File: config.mk
export PLATFORM = sky130hd
export DESIGN_NAME = xc20xx_cfg_loader_flat
export DESIGN_NICKNAME = d
export VERILOG_FILES = /design/src/rtl/xc20xx_cfg_loader_if.sv /design/src/rtl/xc20xx_cfg_loader.sv /design/src/flat_wrapper.sv
export SDC_FILE = /design/constraint.sdc
export NUM_CORES = 1
export LEC_CHECK = 0
export CAP_MARGIN = 20
export CORE_ASPECT_RATIO = 0.7
export CORE_MARGIN = 2
export CORE_UTILIZATION = 50
export DETAILED_ROUTE_END_ITERATION = 10
export PLACE_DENSITY = 0.82
export SKIP_CTS_REPAIR_TIMING = 1
export SYNTH_ARGS = -nofsm -noshare
export SYNTH_HDL_FRONTEND = slang
export SYNTH_SLANG_ARGS = --single-unit
File: constraint.sdc
create_clock -name K -period 2.55 [get_ports K]
set_input_delay 0.255 -clock K [delete_from_list [all_inputs] [get_ports K]]
set_output_delay 0.255 -clock K [all_outputs]
set_load 0.05 [all_outputs]
File: src/rtl/xc20xx_cfg_loader_if.sv
// Serial configuration port bundle for the XC20XX configuration loader.
//   master : bitstream source, drives DIN/BIT_EN and observes frame/status outputs
//   slave  : the loader, consumes DIN/BIT_EN and drives frame/status outputs
// Signals:
//   DIN         serial configuration bit
//   BIT_EN      DIN is valid and consumed on this clock edge
//   FRAME_DATA  last completed frame, first data bit received at MSB
//   FRAME_ADDR  index of FRAME_DATA
//   FRAME_VALID one-cycle pulse per completed frame
//   LEN         captured length count
//   DONE        configuration complete (sticky)
//   ERR         format error (sticky)
interface xc20xx_cfg_loader_if #(
    parameter int FRAME_BITS = 71,
    parameter int LEN_BITS   = 24,
    parameter int ADDR_W     = 8
);
    logic                  DIN;
    logic                  BIT_EN;
    logic [FRAME_BITS-1:0] FRAME_DATA;
    logic [ADDR_W-1:0]     FRAME_ADDR;
    logic                  FRAME_VALID;
    logic [LEN_BITS-1:0]   LEN;
    logic                  DONE;
    logic                  ERR;

    modport master (
        output DIN, BIT_EN,
        input  FRAME_DATA, FRAME_ADDR, FRAME_VALID, LEN, DONE, ERR
    );

    modport slave (
        input  DIN, BIT_EN,
        output FRAME_DATA, FRAME_ADDR, FRAME_VALID, LEN, DONE, ERR
    );
endinterface

File: src/rtl/xc20xx_cfg_loader.sv
// Serial configuration loader for the XC20XX fabric model. Deserialises a
// bitstream made of a 0010 preamble, a length count and framed data
// (start bit 0, FRAME_BITS data bits MSB-first, three stop bits 1) and
// presents each completed frame with its index to the frame memory.
// Ports:
//   K    clock, all state updates on the rising edge
//   R_N  synchronous active-low reset
//   cfg  slave side of xc20xx_cfg_loader_if (DIN/BIT_EN in, frame/status out)
//
// state     | meaning
// ----------+--------------------------------------------------------------
// ST_IDLE   | searching for the 0,0,1,0 preamble in accepted bits
// ST_LENGTH | shifting in LEN_BITS of length count, MSB first
// ST_START  | expecting the frame start bit (0)
// ST_DATA   | shifting FRAME_BITS data bits into the staging register
// ST_STOP   | expecting three stop bits (1); third one commits the frame
// ST_TAIL   | all frames done, counting ignored tail bits up to LEN
// ST_DONE   | configuration complete, terminal until reset
// ST_ERROR  | format error, terminal until reset
module xc20xx_cfg_loader #(
    parameter int FRAME_BITS = 71,
    parameter int NUM_FRAMES = 160,
    parameter int LEN_BITS   = 24,
    parameter int ADDR_W     = 8
) (
    input logic                K,
    input logic                R_N,
    xc20xx_cfg_loader_if.slave cfg
);

    localparam logic [31:0] REQ    = 32'(NUM_FRAMES * (FRAME_BITS + 4));
    localparam int          BC_MAX = (LEN_BITS > FRAME_BITS) ? LEN_BITS : FRAME_BITS;
    localparam int          BC_W   = $clog2(BC_MAX + 1);

    typedef enum logic [2:0] {
        ST_IDLE,
        ST_LENGTH,
        ST_START,
        ST_DATA,
        ST_STOP,
        ST_TAIL,
        ST_DONE,
        ST_ERROR
    } state_t;

    state_t state, state_nxt;

    logic [3:0]            hist;
    logic [1:0]            hist_fill;
    logic [BC_W-1:0]       bit_left;
    logic [LEN_BITS-1:0]   len_q;
    logic [LEN_BITS-1:0]   cnt;
    logic [ADDR_W-1:0]     frame_idx;
    logic [FRAME_BITS-1:0] stage;
    logic [FRAME_BITS-1:0] frame_data_q;
    logic [ADDR_W-1:0]     frame_addr_q;
    logic                  frame_valid_q;

    logic                  acc;
    logic [3:0]            hist_shift;
    logic                  preamble_hit;
    logic [LEN_BITS-1:0]   len_shift;
    logic                  len_short;
    logic [LEN_BITS-1:0]   cnt_inc;
    logic                  hits_len;
    logic                  bit_tc;
    logic                  last_frame;

    assign acc          = cfg.BIT_EN;
    assign hist_shift   = {hist[2:0], cfg.DIN};
    // hist_fill == 3 means three earlier bits are in hist, so together with
    // the current bit a full four-bit window has been seen.
    assign preamble_hit = (hist_fill == 2'd3) && (hist_shift == 4'b0010);
    assign len_shift    = {len_q[LEN_BITS-2:0], cfg.DIN};
    assign len_short    = 32'(len_shift) < REQ;
    assign cnt_inc      = cnt + LEN_BITS'(1);
    assign hits_len     = (cnt_inc == len_q);
    assign bit_tc       = (bit_left == '0);
    assign last_frame   = (frame_idx == ADDR_W'(NUM_FRAMES - 1));

    always_ff @(posedge K) begin
        if (!R_N) begin
            state <= ST_IDLE;
        end else begin
            state <= state_nxt;
        end
    end

    always_comb begin
        state_nxt = state;
        if (acc) begin
            case (state)
                ST_IDLE:   if (preamble_hit) state_nxt = ST_LENGTH;
                ST_LENGTH: if (bit_tc) state_nxt = len_short ? ST_ERROR : ST_START;
                ST_START:  state_nxt = cfg.DIN ? ST_ERROR : ST_DATA;
                ST_DATA:   if (bit_tc) state_nxt = ST_STOP;
                ST_STOP: begin
                    if (!cfg.DIN) begin
                        state_nxt = ST_ERROR;
                    end else if (bit_tc) begin
                        if (!last_frame)   state_nxt = ST_START;
                        else if (hits_len) state_nxt = ST_DONE;
                        else               state_nxt = ST_TAIL;
                    end
                end
                ST_TAIL:   if (hits_len) state_nxt = ST_DONE;
                default:   state_nxt = state;
            endcase
        end
    end

    always_comb begin
        cfg.DONE = (state == ST_DONE);
        cfg.ERR  = (state == ST_ERROR);
    end

    always_ff @(posedge K) begin
        if (!R_N) begin
            hist          <= '0;
            hist_fill     <= '0;
            bit_left      <= '0;
            len_q         <= '0;
            cnt           <= '0;
            frame_idx     <= '0;
            stage         <= '0;
            frame_data_q  <= '0;
            frame_addr_q  <= '0;
            frame_valid_q <= 1'b0;
        end else begin
            frame_valid_q <= 1'b0;
            if (acc) begin
                case (state)
                    ST_IDLE: begin
                        hist     <= hist_shift;
                        bit_left <= BC_W'(LEN_BITS - 1);
                        if (hist_fill != 2'd3) hist_fill <= hist_fill + 2'd1;
                    end
                    ST_LENGTH: begin
                        len_q    <= len_shift;
                        bit_left <= bit_left - BC_W'(1);
                        if (bit_tc) begin
                            cnt       <= '0;
                            frame_idx <= '0;
                        end
                    end
                    ST_START: begin
                        cnt      <= cnt_inc;
                        bit_left <= BC_W'(FRAME_BITS - 1);
                    end
                    ST_DATA: begin
                        cnt      <= cnt_inc;
                        stage    <= {stage[FRAME_BITS-2:0], cfg.DIN};
                        bit_left <= bit_tc ? BC_W'(2) : bit_left - BC_W'(1);
                    end
                    ST_STOP: begin
                        cnt      <= cnt_inc;
                        bit_left <= bit_left - BC_W'(1);
                        if (bit_tc && cfg.DIN) begin
                            frame_data_q  <= stage;
                            frame_addr_q  <= frame_idx;
                            frame_valid_q <= 1'b1;
                            frame_idx     <= frame_idx + ADDR_W'(1);
                        end
                    end
                    ST_TAIL: cnt <= cnt_inc;
                    default: ;
                endcase
            end
        end
    end

    assign cfg.FRAME_DATA  = frame_data_q;
    assign cfg.FRAME_ADDR  = frame_addr_q;
    assign cfg.FRAME_VALID = frame_valid_q;
    assign cfg.LEN         = len_q;

endmodule

File: src/flat_wrapper.sv
// flat-port wrapper written by rule: the top's interface ports become plain ports
module xc20xx_cfg_loader_flat 
#(
    parameter int FRAME_BITS = 71,
    parameter int NUM_FRAMES = 160,
    parameter int LEN_BITS   = 24,
    parameter int ADDR_W     = 8
)
  (K, R_N, cfg_DIN, cfg_BIT_EN, cfg_FRAME_DATA, cfg_FRAME_ADDR, cfg_FRAME_VALID, cfg_LEN, cfg_DONE, cfg_ERR);
  xc20xx_cfg_loader_if #(.FRAME_BITS(FRAME_BITS), .LEN_BITS(LEN_BITS), .ADDR_W(ADDR_W)) cfg_i ();
  input logic K;
  input logic R_N;
  input wire logic [$bits(cfg_i.DIN)-1:0] cfg_DIN;
  input wire logic [$bits(cfg_i.BIT_EN)-1:0] cfg_BIT_EN;
  output wire logic [$bits(cfg_i.FRAME_DATA)-1:0] cfg_FRAME_DATA;
  output wire logic [$bits(cfg_i.FRAME_ADDR)-1:0] cfg_FRAME_ADDR;
  output wire logic [$bits(cfg_i.FRAME_VALID)-1:0] cfg_FRAME_VALID;
  output wire logic [$bits(cfg_i.LEN)-1:0] cfg_LEN;
  output wire logic [$bits(cfg_i.DONE)-1:0] cfg_DONE;
  output wire logic [$bits(cfg_i.ERR)-1:0] cfg_ERR;
  assign cfg_i.DIN = cfg_DIN;
  assign cfg_i.BIT_EN = cfg_BIT_EN;
  assign cfg_FRAME_DATA = cfg_i.FRAME_DATA;
  assign cfg_FRAME_ADDR = cfg_i.FRAME_ADDR;
  assign cfg_FRAME_VALID = cfg_i.FRAME_VALID;
  assign cfg_LEN = cfg_i.LEN;
  assign cfg_DONE = cfg_i.DONE;
  assign cfg_ERR = cfg_i.ERR;
  xc20xx_cfg_loader #(.FRAME_BITS(FRAME_BITS), .NUM_FRAMES(NUM_FRAMES), .LEN_BITS(LEN_BITS), .ADDR_W(ADDR_W)) u_core (.K(K), .R_N(R_N), .cfg(cfg_i));
endmodule
# --- After elaboration in Yosys (flattened, before gate mapping) ---
# Cells that the tools add are included.
totals:
  register_bits: 222
  word_cells: 73
  input_bits: 4
  out_inout_bits: 106
op_classes:
  magnitude_cmp: 1
  n_reduce_logical: 20
  add_sub_neg: 4
  mux: 19
  n_eq_ne: 18
op_table:
  columns: ["operator", "n"]
  rows:
  - ["$pmux W24 S2", 1]
  - ["$pmux W7 S4", 1]
  - ["$mux W3", 9]
  - ["$add A24 B1 Y24 const B", 1]
  - ["$eq A24 B24 Y1", 1]
  - ["$lt A24 B14 Y1 const B", 1]
  - ["$mux W24", 1]
  - ["$pmux W3 S6", 1]
  - ["$mux W8", 2]
  - ["$pmux W8 S2", 1]
  - ["$eq A3 B3 Y1 const B", 4]
  - ["$reduce_and A3 Y1", 4]
  - ["$ne A2 B1 Y1 const B", 5]
  - ["$add A8 B1 Y8 const B", 1]
  - ["$eq A8 B8 Y1 const B", 1]
  - ["$reduce_and A2 Y1", 4]
  - ["$logic_not A7 Y1", 1]
  - ["$mux W7", 1]
  - ["$reduce_and A7 Y1", 1]
  - ["$sub A7 B1 Y7 const B", 1]
  - ["$eq A3 B2 Y1 const B", 2]
  - ["$reduce_bool A6 Y1", 1]
  - ["$eq A4 B2 Y1 const B", 1]
  - ["$reduce_and A4 Y1", 1]
  - ["13 further kinds", 15]

# --- Longest topological paths before layout ---
logic_depth:
  ltp_word: 7
  ltp_mapped: 11
  ltp_nobuf: 9

# --- Worst setup path after synthesis ---
# Ideal clock, no wire load.
synth_path:
  path_type: "reg2reg"
  startpoint: "reg u_core.cnt[0]"
  endpoint: "reg u_core.state[0]"
  setup_slack_ps: 53
  required_time_ps: 2426
  arrival_ps: 2374
  setup_ps: 124
  n_path_buf: 1
  period_less_slack_ps: 2497
  stages_incl_launch_ff: 10
  cell_sequence: "dfxtp_1 > ha_1 > and3_1 > buf_2 > nand3_1 > xnor2_1 > a2111o_1 > or4_1 > nor4_1 > nor2_1"
synth_between:
  elab_chain_len: 7
  word_cells_on_any_way: 9
  cone_classes: "add/sub: 1; eq/ne: 2; mux: 5; reduce/logical: 1"
synth_lines:
  columns: ["element", "line_no", "source"]
  rows:
  - ["start, declared", "xc20xx_cfg_loader.sv:52", "logic [LEN_BITS-1:0] cnt;"]
  - ["start signal, assigned", "xc20xx_cfg_loader.sv:147", "cnt <= cnt_inc;"]
  - ["start signal, assigned", "xc20xx_cfg_loader.sv:151", "cnt <= cnt_inc;"]
  - ["start signal, assigned", "xc20xx_cfg_loader.sv:156", "cnt <= cnt_inc;"]
  - ["$add A24 B1 Y24 *", "xc20xx_cfg_loader.sv:76", "assign cnt_inc = cnt + LEN_BITS'(1);"]
  - ["$eq A24 B24 Y1 *", "xc20xx_cfg_loader.sv:77", "assign hits_len = (cnt_inc == len_q);"]
  - ["$mux W2", "xc20xx_cfg_loader.sv:102", "else if (hits_len) state_nxt = ST_DONE;"]
  - ["$mux W3", "xc20xx_cfg_loader.sv:101", "if (!last_frame) state_nxt = ST_START;"]
  - ["$mux W3", "xc20xx_cfg_loader.sv:100", "end else if (bit_tc) begin"]
  - ["$mux W3", "xc20xx_cfg_loader.sv:98", "if (!cfg.DIN) begin"]
  - ["$pmux W3 S6", "xc20xx_cfg_loader.sv:92", "case (state)"]
  - ["end signal, assigned", "xc20xx_cfg_loader.sv:85", "state <= state_nxt;"]
  - ["end, declared", "xc20xx_cfg_loader.sv:46", "state_t state, state_nxt;"]
# Mark *: on every way between the ends. The rest lies on a longest branch, timed or not. The select of a mux whose other input is x is not followed.
# A chain may end at the register's enable or synchronous reset.

# --- Final worst setup path ---
layout_path:
  startpoint: "reg u_core.state[2]"
  endpoint: "out cfg_ERR"
layout_between:
  elab_chain_len: 1
layout_lines:
  columns: ["element", "line_no", "source"]
  rows:
  - ["$eq A3 B3 Y1", "xc20xx_cfg_loader.sv:114", "cfg.ERR = (state == ST_ERROR);"]
  - ["end, declared", "flat_wrapper.sv:20", "output wire logic [$bits(cfg_i.ERR)-1:0] cfg_ERR;"]
# Every way passes these cells.

==> metrics.md <==
| Metric | Value |
|---|---|
| Die Ht | `about 120 microns` |
| Violated checks | `DRC` |
| Initial Util | `0.514` |
| CP Capture Point | `cfg_ERR` |
| Setup violators final | `0` |
| Synth top area share | `0.476` |
| Peak supply drop | `about 0.0004 V` |
| Yosys reg bits | `roughly 220` |
| CORE AREA | `18200 sq um` |
| Synth-to-Final Area Change | `27.2%` |
| Mapped Area | `roughly 9300 sq um` |
| Net switching power | `roughly 0.0014 W` |
| Num rows | `41` |
| Worst min path class | `reg2reg` |
| Clock sink total | `about 220` |
| Switching Fraction | `0.211` |
| CTS tree | `yes` |
| Post-synthesis sequential area ratio | `0.476` |
| Register share of total power | `0.512` |
| DRT iter0 DRCs | `about 990` |
| Flop2flop setup slack | `0.06 ns` |
| CTS buffer count | `22` |
| Commonest non-fill, non-tap cell in the layout | `nand2_1` |
| Hold Path Cell Cnt | `2` |
| First-pass GRT wire length | `39400 microns` |
| Gr usage total | `0.236` |
| Initial antenna violation count | `0` |
| GP Congestion | `slightly above 1` |
| Ys flop type | `dfxtp_1` |
| Distinct cells, synth | `60` |
| Tightest Pin Transition | `approximately 0.55 ns` |
| Logic gate share of total power | `0.021` |
| Worst Setup Start Kind | `flip-flop` |
| Proportion of layout cells with a drive suffix above 1 | `0.116` |
| Cell taking the most area after synthesis | `dfxtp_1` |
| Clock-pin slew on the worst setup and hold paths | `about 0.060 ns` |
| Fin. Hold Viols | `0` |
| Drt via density | `5.57` |
| Multi-input gate area | `~4600 sq um` |
| # diodes | `0` |
| Final Max Slew Viols | `0` |
| Status | `finished with violations` |
| Final setup skew | `approximately 0.013 ns` |
| Clock share of power | `0.467` |
| DIE AREA | `between 15000 and 20000 sq um` |
| Detailed-route wire length per cell | `15.5 microns` |
| DP Wirelength | `roughly 16000 microns` |
| Post-route ant nets | `0` |
| EDFF count, synth | `0` |
| Max_cap viols | `0` |
| Type of the worst setup path | `reg2out` |
| Non-filler cells, final | `~1600` |
| Crit path time final | `about 2.5 ns` |
| Core Util, Final | `0.654` |
| Routed WL | `between 20000 and 25000 microns` |
| Syn nets | `around 1200` |
| Vias | `about 8800` |
| Sequential Area | `about 4500 sq um` |
| Critical Path Start | `u_core.state[2]$_SDFFE_PN0P_` |
| Total power per unit cell area | `~570 nW/um^2` |
| Residual DRC count | `8` |
| Avg Inst Size Synth | `just under 8 sq um` |
| Fin crit share | `0.978` |
| Reg2reg path depth | `9` |
| Post-synthesis cell count | `~1200` |
| Setup repair after global routing missed its margin | `true` |
| Synth warn | `0` |
| Area contributors post-synth | `dfxtp_1, nand2_1, a21oi_1, clkbuf_1, xnor2_1` |
| Largest net degree at the start of global routing | `between 100 and 150` |
| Crit path required time | `between 2 and 2.5 ns` |
| Worst-Skew Late Latency | `roughly 0.50 ns` |
| Reg-to-Reg Start | `u_core.bit_left[1]$_SDFFE_PN0P_` |
| CTS root buffer | `clkbuf_16` |
| Chip width | `around 170 microns` |
| CTS max path bufs | `3` |
| Crit-path max FO | `18` |
| RR Endpoint | `u_core.state[1]$_SDFFE_PN0P_` |
| IO Pins | `110` |
| Async set-or-reset flop fraction in the synthesized netlist | `0` |
| Buffers on Ports | `roughly 110` |
| Remaining Overflow, GRT | `0` |
| Fill cell count | `about 1500` |
| Slew HR | `0.625` |
| Placed insts | `about 1500` |
| CP endpoint kind | `output port` |
| Worst Path Arrival | `2.24 ns` |
| P_leak | `about 4.0 nW` |
| Commonest non-fill, non-tap cells in the layout | `nand2_1, a21oi_1, dfxtp_1` |
| Initial DRT Pass Iterations | `8` |
| Int Power | `roughly 0.0054 W` |
| H-tree depth | `1` |
| Number of global-route vias before repair | `7769` |
| Nets | `approximately 1300` |
| Max Fclk | `401 MHz` |
-- worst max-delay path, stage by stage, from the launching register on --
cell             delay, ns
dfxtp_2               0.53
nand2_1               0.17
nor2_1                0.21
clkdlybuf4s50_1       0.84
-- flip-flops by register name (all words and copies together), names as in the netlist --
name,count
u_core.cfg.FRAME_ADDR,8
u_core.state,3
u_core.cfg.FRAME_VALID,1
u_core.cfg.FRAME_DATA,71
u_core.cnt,24
u_core.bit_left,7
u_core.frame_idx,8
u_core.hist,3
u_core.hist_fill,2
u_core.cfg.LEN,24
u_core.stage,71
-- per-layer routing --
| layer | part of all wire | GRT usage | up-vias |
|---|---|---|---|
| met4 | 0.013 | 0.0424 | 0 |
| met1 | 0.48 | 0.360 | 4128 |
| met3 | 0.081 | 0.0409 | 33 |
| met5 | 0 | 0 | - |
| li1 | - | - | 4331 |
| met2 | 0.43 | 0.351 | 326 |
-- power by group through the flow --
| stage | Clock (W) | Sequential [W] | Combinational (W) |
|---|---|---|---|
| finish | 0.00318 | 0.00348 | 0.000145 |
| global route | 0.00337 | 0.00348 | 0.000159 |
| CTS | 0.00323 | 0.00348 | 0.000132 |
| detailed placement | 0 | 0.00356 | 0.000130 |
| global placement | 0 | 0.00356 | 0.000127 |
| floorplan | 0 | 0.00356 | 0.0000922 |
-- how the worst min path moves through the flow --
stage                                                       from                                      to  slack, ns
after CTS                  u_core.cfg.FRAME_ADDR[3]$_SDFFE_PN0P_   u_core.cfg.FRAME_ADDR[3]$_SDFFE_PN0P_       0.46
after floorplan                    u_core.stage[70]$_SDFFE_PN0P_  u_core.cfg.FRAME_DATA[70]$_SDFFE_PN0P_       0.43
after detailed placement  u_core.cfg.FRAME_DATA[49]$_SDFFE_PN0P_  u_core.cfg.FRAME_DATA[49]$_SDFFE_PN0P_       0.45
after global placement    u_core.cfg.FRAME_DATA[17]$_SDFFE_PN0P_  u_core.cfg.FRAME_DATA[17]$_SDFFE_PN0P_       0.44
final                     u_core.cfg.FRAME_DATA[41]$_SDFFE_PN0P_  u_core.cfg.FRAME_DATA[41]$_SDFFE_PN0P_       0.45
after global routing      u_core.cfg.FRAME_DATA[52]$_SDFFE_PN0P_  u_core.cfg.FRAME_DATA[52]$_SDFFE_PN0P_       0.47
-- cell usage after synthesis (all sizes together), types with 3 or more instances --
master and count:
a211oi 6, a21boi 4, a21oi 217, a22oi 3
a31oi 6, and2 9, and3 10, and4 4
buf 17, clkbuf 74, dfxtp 222, ha 4
inv 11, nand2 380, nand3 21, nand3b 6
nand4 18, nor2 40, nor2b 5, nor3 16
nor4 6, o21a 5, o21ai 36, o311ai 3
o31ai 3, or2 4, or3 8, or4 4
xnor2 30, xor2 15
-- kinds of logic (layout without fill, tap and decap cells) --
kind of cell,after synthesis,after routing,synth area share
flops,222,222,0.476
compound gates,297,297,0.174
buf+inv,102,236,0.0443
mux,2,2,0.00214
xor+xnor,45,45,0.0422
simple gates,541,541,0.256
fa+ha+maj,4,4,0.00536
-- layout make-up --
class                           count  area share
Clock buffer                       30      0.0532
Clock inverter                     10     0.00737
Inverter                           11     0.00390
Multi-Input combinational cell    889       0.389
Sequential cell                   222       0.375
Tap cell                          236      0.0249
Timing Repair Buffer              185       0.146
-- stage by stage --
step                area (sq um)  hold slack, ns  power [W]  worst slack [ns]  setup TNS, ns
finish                     11900           0.453    0.00680            0.0551              0
global placement           11000           0.442    0.00369           0.00237              0
CTS                        11700           0.456    0.00684            -0.181          -1.07
detailed placement         11000           0.448    0.00369           -0.0611         -0.227
global route               11900           0.473    0.00701           -0.0641         -0.141
floorplan                   9340           0.432    0.00365            0.0527              0
Power figures use the tool's default switching activity.
